[config.mk]
export PLATFORM = sky130hd
export DESIGN_NAME = color_event_detector
export DESIGN_NICKNAME = d
export VERILOG_FILES = /design/src/rtl/color_event_detector.sv
export SDC_FILE = /design/constraint.sdc
export NUM_CORES = 1
export LEC_CHECK = 0
export ABC_AREA = 1
export ABC_CLOCK_PERIOD_IN_PS = 2700
export CAP_MARGIN = 30
export CORE_MARGIN = 2
export CORE_UTILIZATION = 40
export CTS_CLUSTER_DIAMETER = 200
export DETAILED_ROUTE_END_ITERATION = 10
export PLACE_DENSITY = 0.66
export SETUP_SLACK_MARGIN = 0.05
export SLEW_MARGIN = 25
export SYNTH_ARGS = -nofsm -noshare
export SYNTH_HDL_FRONTEND = slang
export SYNTH_SLANG_ARGS = --single-unit
[constraint.sdc]
create_clock -name clk -period 2.7 [get_ports clk]
set_input_delay 0.405 -clock clk [delete_from_list [all_inputs] [get_ports clk]]
set_output_delay 0.405 -clock clk [all_outputs]
set_load 0.05 [all_outputs]
[src/rtl/color_event_detector.sv]
// Colour event detector: debounces a 3-bit colour code and emits one event per new colour
// over a valid/ready handshake. Define COLOR_EVENT_COUNT_EN to enable per-colour counters.
module color_event_detector #(
  parameter int unsigned STABLE_CYCLES = 16
) (
  input  logic       clk,
  input  logic       reset,
  input  logic [2:0] color_in,
  output logic       event_valid,
  input  logic       event_ready,
  output logic [2:0] event_color,
  output logic [3:0] event_index,
  output logic       event_dropped,
  output logic [7:0] red_cnt,
  output logic [7:0] green_cnt,
  output logic [7:0] blue_cnt
);

  localparam logic [23:0] StableMax = 24'(STABLE_CYCLES);

  typedef enum logic {StIdle, StPend} state_e;

  state_e      state_q, state_d;
  logic [2:0]  prev_color_q;
  logic [23:0] stab_cnt_q, stab_cnt_d;
  logic [2:0]  last_color_q, last_color_d;
  logic [2:0]  color_q, color_d;
  logic [3:0]  index_q, index_d;
  logic        dropped_q, dropped_d;

  logic color_ok, qualified, rearm, gen, handshake;

  always_comb begin
    color_ok = (color_in == 3'b000) || (color_in == 3'b100) ||
               (color_in == 3'b010) || (color_in == 3'b001);
    stab_cnt_d = stab_cnt_q;
    if (!color_ok || (color_in != prev_color_q)) begin
      stab_cnt_d = '0;
    end else if (stab_cnt_q != StableMax) begin
      stab_cnt_d = stab_cnt_q + 24'd1;
    end
  end

  // prev_color holds the colour the stability count refers to, so it is the qualified colour.
  assign qualified = (stab_cnt_q == StableMax);
  assign rearm     = qualified && (prev_color_q == 3'b000);
  assign gen       = qualified && (prev_color_q != 3'b000) && (prev_color_q != last_color_q);
  assign handshake = (state_q == StPend) && event_ready;

  always_comb begin
    last_color_d = last_color_q;
    if (rearm) begin
      last_color_d = 3'b000;
    end else if (gen) begin
      last_color_d = prev_color_q;
    end
  end

  always_comb begin
    state_d   = state_q;
    color_d   = color_q;
    index_d   = index_q;
    dropped_d = dropped_q;
    unique case (state_q)
      StIdle: begin
        if (gen) begin
          state_d = StPend;
          color_d = prev_color_q;
        end
      end
      StPend: begin
        if (handshake) begin
          index_d = index_q + 4'd1;
          if (gen) begin
            color_d = prev_color_q;
          end else begin
            state_d = StIdle;
          end
        end else if (gen) begin
          dropped_d = 1'b1;
        end
      end
      default: state_d = StIdle;
    endcase
  end

  always_ff @(posedge clk) begin
    if (reset) begin
      state_q      <= StIdle;
      prev_color_q <= 3'b000;
      stab_cnt_q   <= '0;
      last_color_q <= 3'b000;
      color_q      <= 3'b000;
      index_q      <= 4'd0;
      dropped_q    <= 1'b0;
    end else begin
      state_q      <= state_d;
      prev_color_q <= color_in;
      stab_cnt_q   <= stab_cnt_d;
      last_color_q <= last_color_d;
      color_q      <= color_d;
      index_q      <= index_d;
      dropped_q    <= dropped_d;
    end
  end

  assign event_valid   = (state_q == StPend);
  assign event_color   = color_q;
  assign event_index   = index_q;
  assign event_dropped = dropped_q;

`ifdef COLOR_EVENT_COUNT_EN
  logic [7:0] red_q, green_q, blue_q;

  // Count the event being accepted, i.e. the colour held before any same-cycle replacement.
  always_ff @(posedge clk) begin
    if (reset) begin
      red_q   <= 8'd0;
      green_q <= 8'd0;
      blue_q  <= 8'd0;
    end else if (handshake) begin
      if (color_q == 3'b100 && red_q != 8'hff)   red_q   <= red_q + 8'd1;
      if (color_q == 3'b010 && green_q != 8'hff) green_q <= green_q + 8'd1;
      if (color_q == 3'b001 && blue_q != 8'hff)  blue_q  <= blue_q + 8'd1;
    end
  end

  assign red_cnt   = red_q;
  assign green_cnt = green_q;
  assign blue_cnt  = blue_q;
`else
  assign red_cnt   = 8'd0;
  assign green_cnt = 8'd0;
  assign blue_cnt  = 8'd0;
`endif

endmodule

=== Yosys cells after proc, flatten, opt, wreduce, memory -nomap -nowiden ===
Index checks and enable logic that the tools add are counted.

* Flip-flop bits (word level): 39

* Muxes and demuxes: 6
* Add/subtract/negate cells: 2
* Equal/unequal tests: 8
* Bitwise gates (word level): 2
* Reductions and logical operators: 16

{| class="wikitable"
|+ Operators by type and width
! cell !! number
|-
| $add A24 B1 Y24 const B || 1
|-
| $eq A24 B5 Y1 const B || 1
|-
| $ne A24 B5 Y1 const B || 1
|-
| $logic_not A3 Y1 || 2
|-
| $mux W3 || 2
|-
| $ne A3 B3 Y1 || 2
|-
| $pmux W3 S2 || 1
|-
| $add A4 B1 Y4 const B || 1
|-
| $logic_and A1 B1 Y1 || 4
|-
| $logic_or A1 B1 Y1 || 4
|-
| $reduce_or A2 Y1 || 2
|-
| $eq A3 B1 Y1 const B || 1
|-
| $eq A3 B2 Y1 const B || 1
|-
| $eq A3 B3 Y1 const B || 1
|-
| $reduce_and A3 Y1 || 1
|-
| $reduce_bool A3 Y1 || 1
|-
| $mux W1 || 2
|-
| $ne A2 B1 Y1 const B || 1
|-
| $not A1 Y1 || 2
|-
| $pmux W1 S2 || 1
|-
| $reduce_and A2 Y1 || 1
|-
| $logic_not A1 Y1 || 1
|}

=== Longest topological paths before layout ===
Gate-level depths: netlist of the first run.

* Depth after elaboration: 7
* Depth in mapped cells: 10

=== Least setup slack after synthesis of the first run ===
No wires, ideal clock.

* Path type: register to register
* From: register stab_cnt_q[0]
* To: register stab_cnt_q[20]
* Path buffers: 0
* Arrival time: 1.275 ns
* Stages on the path, launching flop included: 9
* Slack: 1.306 ns
* Library setup time: 0.119 ns
* Clock period less this slack: 1.394 ns
* Cell sequence: dfxtp_1 -> ha_1 -> nand2_1 -> inv_1 -> nand4_1 -> nor2_1 -> nand2_1 -> o21ai_0 -> a21oi_1

* Cells in the longest elaborated chain, start to end: 1
* Elaborated cells on any way between the ends: 2
* Classes of those cells: 1 x add/sub; 1 x eq/ne

{| class="wikitable"
|+ Ends and longest elaborated chain
! element !! RTL line !! text
|-
| start: declaration || 25 || <nowiki>logic [23:0] stab_cnt_q, stab_cnt_d;</nowiki>
|-
| start signal: assignment || 99 || <nowiki>stab_cnt_q <= stab_cnt_d;</nowiki>
|-
| $add A24 B1 Y24 or $ne A24 B5 Y1 (tied branches) || 40, 39 ||
|}

Several ways; a longest one is shown, not always the timed one.
A chain may end at the register's enable or synchronous reset.

=== Worst setup path after layout of the first run ===
* From: register index_q[2], in the netlist event_index[2]
* To: output port event_index[2]

{| class="wikitable"
|+ RTL lines
! element !! RTL line !! text
|-
| start: declaration || 28 || <nowiki>logic [3:0] index_q, index_d;</nowiki>
|-
| start signal: assignment || 102 || <nowiki>index_q <= index_d;</nowiki>
|-
| end: declaration || 12 || <nowiki>output logic [3:0] event_index,</nowiki>
|}

No word-level cell between the ends.

==> impl_metrics.toml, run 1 <==
[setup_path]
startpoint = "event_index[2]$_SDFFE_PP0P_"
cp-endpoint = "event_index[2]"
cp-end-kind = "output port"
path_delay_family = "buffers and inverters"
critPathBufInv = 1
critPathMaxStageDelay_ns = 0.83
reg2regPathDepth = 7
slowest_stage = "clkdlybuf4s50_1"
r2r_start = "prev_color_q[1]$_SDFF_PP0_"
arrival_ns = 1.53
crit_fanout = 5
crit_chain = "clkdlybuf4s50_1"
worstSetupPathType = "register to output port"
cp.depth = 1
r2r-end = "stab_cnt_q[2]$_SDFFE_PP0N_"
cp-start-kind = "register"
r2r_slack_ns = 1.01
required_ns = 2.30

[power]
pwr-share-seq = 0.496
intPower_w = 0.000868
comb_power_share = 0.102
switching_share = 0.260
p_switching_w = 0.000304
max-vdd-ir-drop_uv = 238
p_per_area_nw_per_um2 = 475
pwr-share-clk = 0.402
leakage_nw = 1.03
total_power_w = 0.00117

[timing]
hold_viol_final = 0
finalMaxSlewViolations = 0
clock-skew-final_ns = 0.0135
fmax_ghz = 0.517
max_slew_margin = 0.664
rsz0062_at_grt = "false"
tns_ns = 0
setup_violations = 0
period_minus_slack_ns = 1.94
worstMarginPinSlew_ns = 0.502
fin_crit_sh = 0.717

[clocking]
cts_tree = "built"
clock_latency_ns = 0.29
cts_resized = 0
root_buffer = "clkbuf_8"
cts.sinks = 39
cts_made_buffers = 5
clk_pin_slew_worst_paths_ns = 0.08
max-clock-path-buffers = 2
holdBufCountCts = 0
post_cts_buffers = 0
htree_levels = 2

[floorplanning]
initial_core_util = 0.411
rows = 27
io_pins = 39
fp.dieW_um = 79.0
dieArea_sq_um = 6230
chipHeight_um = 79.0
core_area_sq_um = 5470

[layout]
final_nets = 361
n_antenna_cell = 0
multi_input_area_sq_um = 1180
fillers = 575
fin_area_sq_um = 2470
drive_gt1_frac = 0.0881
regArea_sq_um = 781
area_growth_pct = 9.97

[logic_synthesis]
synth_top_cell_by_area = "dfxtp_1"
syn_area_sq_um = 2250
synth_top_area_frac = 0.347
synth_commonest_cells = "65 x nand2_1, 64 x nor2_1, 43 x inv_1"
yosysMostFrequentCell = "nand2_1"
syn_area_per_cell_sq_um = 6.75
async_flop_share = 0
syn_inst = 333
synth-edff-count = 0
yosys_warnings = 0
seq_area_frac_synth = 0.347
ys_seq_elements = 39
synthTopCellsByArea = "dfxtp_1 35%, nand2_1 11%, nor2_1 11%, buf_4 8.0%, inv_1 7.2%"
netlist-cell-type-count = 28
synth-main-ff-cell = "dfxtp_1"

[routing]
viasPerCell = 4.51
avgRoutedWirePerCell_um = 9.99
drc = 0
wl_mm = 4.24
first_pass_iters = 4
ant_nets = 0
vias = 1911
first_iter_violations = 104

[global_route]
grt_pass1_wl_mm = 7.44
antenna_found_initial = 0
grt_pass1_vias = 1705
grt_usage = 0.150
grt_max_degree = 17
overflow = 0

[placement]
gp_congestion = 0.832
io_buffer_count = 14
placed_area_sq_um = 2370
dp_hpwl_mm = 3.25

[flow_run]
max_cap_viol_count = 0

[hold_path]
hp-class = "register to register"
hp-start = "event_dropped$_SDFFE_PP0P_"

[status]
status = "completed"
## per-stage QoR
step | util | instances | hold slack (ns) | setup slack, ns
global route | 0.452 | 424 | 0.519 | 0.695
global placement | 0.433 | 417 | 0.463 | 0.655
floorplan | - | 356 | 0.459 | 1.31
detailed placement | 0.433 | 417 | 0.465 | 0.598
CTS | 0.452 | 424 | 0.498 | 0.753
finish | 0.452 | 424 | 0.492 | 0.764
## area by class of cell
class / count / area share
Tap cell: 72 / 0.0365
Sequential cell: 39 / 0.316
Inverter: 45 / 0.0684
Multi-Input combinational cell: 246 / 0.478
Clock buffer: 6 / 0.0294
Clock inverter: 1 / 0.0122
Timing Repair Buffer: 15 / 0.0597
## sequential cells by signal (all words and copies together) (netlist names)
name           cells
last_color_q       3
event_index        4
prev_color_q       3
event_dropped      1
event_color        3
event_valid        1
stab_cnt_q        24
## how the worst min path moves through the flow
| stage | to | slack (ns) | depth (start not counted) |
|---|---|---|---|
| after floorplan | stab_cnt_q[0]$_SDFFE_PP0N_ | 0.46 | 1 |
| after global placement | event_dropped$_SDFFE_PP0P_ | 0.46 | 2 |
| after detailed placement | event_dropped$_SDFFE_PP0P_ | 0.47 | 2 |
| after CTS | event_dropped$_SDFFE_PP0P_ | 0.50 | 2 |
| after global routing | event_color[1]$_SDFFE_PP0P_ | 0.52 | 2 |
| final | event_dropped$_SDFFE_PP0P_ | 0.49 | 2 |
## layer usage
layer,GRT usage,vias to the layer above,share of wire
li1,-,1034,-
met1,0.198,819,0.49
met2,0.235,50,0.43
met3,0.0375,8,0.063
met4,0.0586,0,0.013
met5,0,-,0
## cells in the final DEF, fill, tap and decap left out
cell and count:
nor3_1 11, o21ai_0 8, o21ai_2 3, inv_1 43, nor2_8 1, nor2_4 2
nand2_2 5, a21oi_1 15, conb_1 24, clkdlybuf4s50_1 14, buf_4 1, clkbuf_8 5
o21ai_1 1, nand3_4 1, clkbuf_1 1, bufinv_16 1, o211ai_1 1, nor2_1 64
nor3_2 2, xnor2_1 2, nand3_1 15, a31oi_1 2, a21oi_2 1, dfxtp_1 39
xor2_1 4, nand4_1 6, ha_1 3, and3_1 3, nand2_1 65, inv_2 2
nor2_2 7
## cells by family after synthesis
family                     Yosys count  share of synthesized area
AOI/OAI and AO/OA                   31                     0.0780
xor gates and xnor gates             6                     0.0234
adders and majority gates            3                     0.0167
buffers and inverters               71                      0.165
DFF                                 39                      0.347
other                                1                    0.00167
and+or+nand+nor                    182                      0.367
## power by group through the flow
stage | combinational, W | clock, W | sequential (W)
floorplan | 0.000134 | 0 | 0.000594
global placement | 0.000119 | 0 | 0.000596
detailed placement | 0.000120 | 0 | 0.000595
CTS | 0.000120 | 0.000485 | 0.000582
global route | 0.000130 | 0.000511 | 0.000582
finish | 0.000120 | 0.000471 | 0.000582
Note: power is estimated with default switching activity, not from simulation.
==> run 2: changes to the inputs <==
--- a/config.mk
+++ b/config.mk
@@ -6,7 +6,7 @@
 export NUM_CORES = 1
 export LEC_CHECK = 0
 export ABC_AREA = 1
-export ABC_CLOCK_PERIOD_IN_PS = 2700
+export ABC_CLOCK_PERIOD_IN_PS = 1800
 export CAP_MARGIN = 30
 export CORE_MARGIN = 2
 export CORE_UTILIZATION = 40
==> constraint.sdc (replaced) <==
create_clock -name clk -period 1.8 [get_ports clk]
set_input_delay 0.27 -clock clk [delete_from_list [all_inputs] [get_ports clk]]
set_output_delay 0.27 -clock clk [all_outputs]
set_load 0.05 [all_outputs]
==> run 2 against run 1 <==
Compared with the run above:
- via count is 0.73% higher
- die area stayed put
- total power is 41% higher
- first-iteration DRC count is 22% lower
- clock skew is 0.0072 ns lower
- sequential power is 50% higher
- worst hold slack worse by 0.0045 ns
- final cell count is 1.4% higher
- sequential cell count stayed put
- count of clock-buffer cells in the layout stayed put
- sequential share of layout area is 0.41 points lower
==> impl_metrics.toml, run 2 (same netlist as run 1, synthesis figures left out) <==
[placement]
io_buffer_count = 14
place_ws_ns = 0.0454
dp_hpwl_mm = 3.35
gp_congestion = 0.827

[setup_path]
path_delay_family = "buffers and inverters"
reg2regPathDepth = 9
crit_chain = "clkdlybuf4s50_1"
required_ns = 1.53
r2r_slack_ns = 0.19
r2r-end = "event_color[0]$_SDFFE_PP0P_"
critPathMaxStageDelay_ns = 0.81
critPathBufInv = 1
crit_fanout = 2
cp-start-kind = "register"
arrival_ns = 1.43
slowest_stage = "clkdlybuf4s50_1"
cp-end-kind = "output port"
worstSetupPathType = "register to output port"
r2r_start = "stab_cnt_q[0]$_SDFFE_PP0N_"

[timing]
hold_viol_final = 0
rsz0062_at_grt = "true"
setup_violations = 0
tns_ns = 0
fin_crit_sh = 0.943
period_minus_slack_ns = 1.70
worstMarginPinSlew_ns = 0.507
finalMaxSlewViolations = 0
fmax_ghz = 0.589
max_slew_margin = 0.662
clock-skew-final_ns = 0.00638
setup_ws_ns = 0.102

[routing]
viasPerCell = 4.48
ant_nets = 0
drc = 0
wl_mm = 4.17
vias = 1925
avgRoutedWirePerCell_um = 9.69
first_pass_iters = 4
first_iter_violations = 81

[floorplanning]
io_pins = 39
dieArea_sq_um = 6230
rows = 27
chipHeight_um = 79.0
fp.dieW_um = 79.0
initial_core_util = 0.411
core_area_sq_um = 5470

[clocking]
clock_latency_ns = 0.29
cts_tree = "built"
cts.sinks = 39
root_buffer = "clkbuf_8"
cts_made_buffers = 5
max-clock-path-buffers = 2
htree_levels = 2
holdBufCountCts = 0
clk_pin_slew_worst_paths_ns = 0.07

[layout]
final_cell_mix = "65 x nand2_1, 63 x nor2_1, 43 x inv_1, 39 x dfxtp_1, 24 x conb_1"
area_growth_pct = 11.4
final_common_cell = "nand2_1"
fillers = 608
regArea_sq_um = 781
drive_gt1_frac = 0.115
largest_reg_flops = 24
n_antenna_cell = 0
final_nets = 367
multi_input_area_sq_um = 1180
top_register = "stab_cnt_q"

[global_route]
antenna_found_initial = 0
gr-max-usage-layer = "met2"
overflow = 0
grt_pass1_wl_mm = 7.29
globalRouteMet2Util = 0.237
grt_usage = 0.146
grt_max_degree = 12
grt_pass1_vias = 1724
globalRouteMet1Util = 0.189
gr-usage-met3 = 0.0341

[power]
p_per_area_nw_per_um2 = 661
leakage_nw = 1.13
max-vdd-ir-drop_uv = 385

[hold_path]
hp-class = "register to register"
worst_hold_path.endpoint = "event_dropped$_SDFFE_PP0P_"
min_path_cells = 2
hp-start = "event_dropped$_SDFFE_PP0P_"

[status]
status = "completed"

[flow_run]
max_cap_viol_count = 0
[run 2: cell types whose count changed in the layout (fill, tap and decap cells not counted), sizes merged]
cell and change:
bufinv -1, dlygate4sd2 +2, clkdlybuf4s50 -7, buf +8, dlymetal6s2s +3, clkinv +1
[run 2: how the worst max path moves through the flow]
| stage | start | to | slack [ns] | depth (start not counted) |
|---|---|---|---|---|
| global route | stab_cnt_q[0]$_SDFFE_PP0N_ | stab_cnt_q[20]$_SDFFE_PP0N_ | 0.04 | 8 |
| global placement | color_in[0] | stab_cnt_q[12]$_SDFFE_PP0N_ | 0.08 | 8 |
| detailed placement | color_in[0] | stab_cnt_q[12]$_SDFFE_PP0N_ | 0.05 | 8 |
| finish | event_color[1]$_SDFFE_PP0P_ | event_color[1] | 0.10 | 1 |
| floorplan | stab_cnt_q[0]$_SDFFE_PP0N_ | stab_cnt_q[20]$_SDFFE_PP0N_ | 0.41 | 8 |
| CTS | event_index[3]$_SDFFE_PP0P_ | event_index[3] | 0.06 | 1 |
[run 2: routing by layer]
metal  vias to the layer above  part of all wire
met4                         0             0.012
met1                       841              0.49
met3                         5             0.038
met5                         -                 0
li1                       1046                 -
met2                        33              0.46
[run 2: metrics by stage]
step,util,instance area (sq um),power [W],std cells,hold WS (ns)
floorplan,-,2330,0.00109,356,0.392
global placement,0.437,2390,0.00108,421,0.473
detailed placement,0.437,2390,0.00108,421,0.474
CTS,0.453,2480,0.00168,428,0.492
global route,0.457,2500,0.00173,430,0.513
finish,0.457,2500,0.00165,430,0.487
[run 2: area by class of cell]
cell class	instances	share of cell area
multi-input cells	246	0.473
clock buffers	6	0.0330
inverters	45	0.0675
repair buffers	21	0.0770
flip-flops and latches	39	0.312
clock inverters	1	0.00200
well taps	72	0.0360
[run 2: repair_timing]
| action | CTS | global route |
|---|---|---|
| buffers inserted | 0 | 2 |
| pin swaps | 0 | 1 |
| setup endpoints to repair | 2 | 5 |
| gates resized for setup | 2 | 5 |
[run 2: power by group]
part           internal, W  total, W  leakage, nW  switching (W)
sequential        0.000867  0.000873        0.315     0.00000597
combinational    0.0000332  0.000184        0.768       0.000151
clock             0.000301  0.000598       0.0470       0.000297
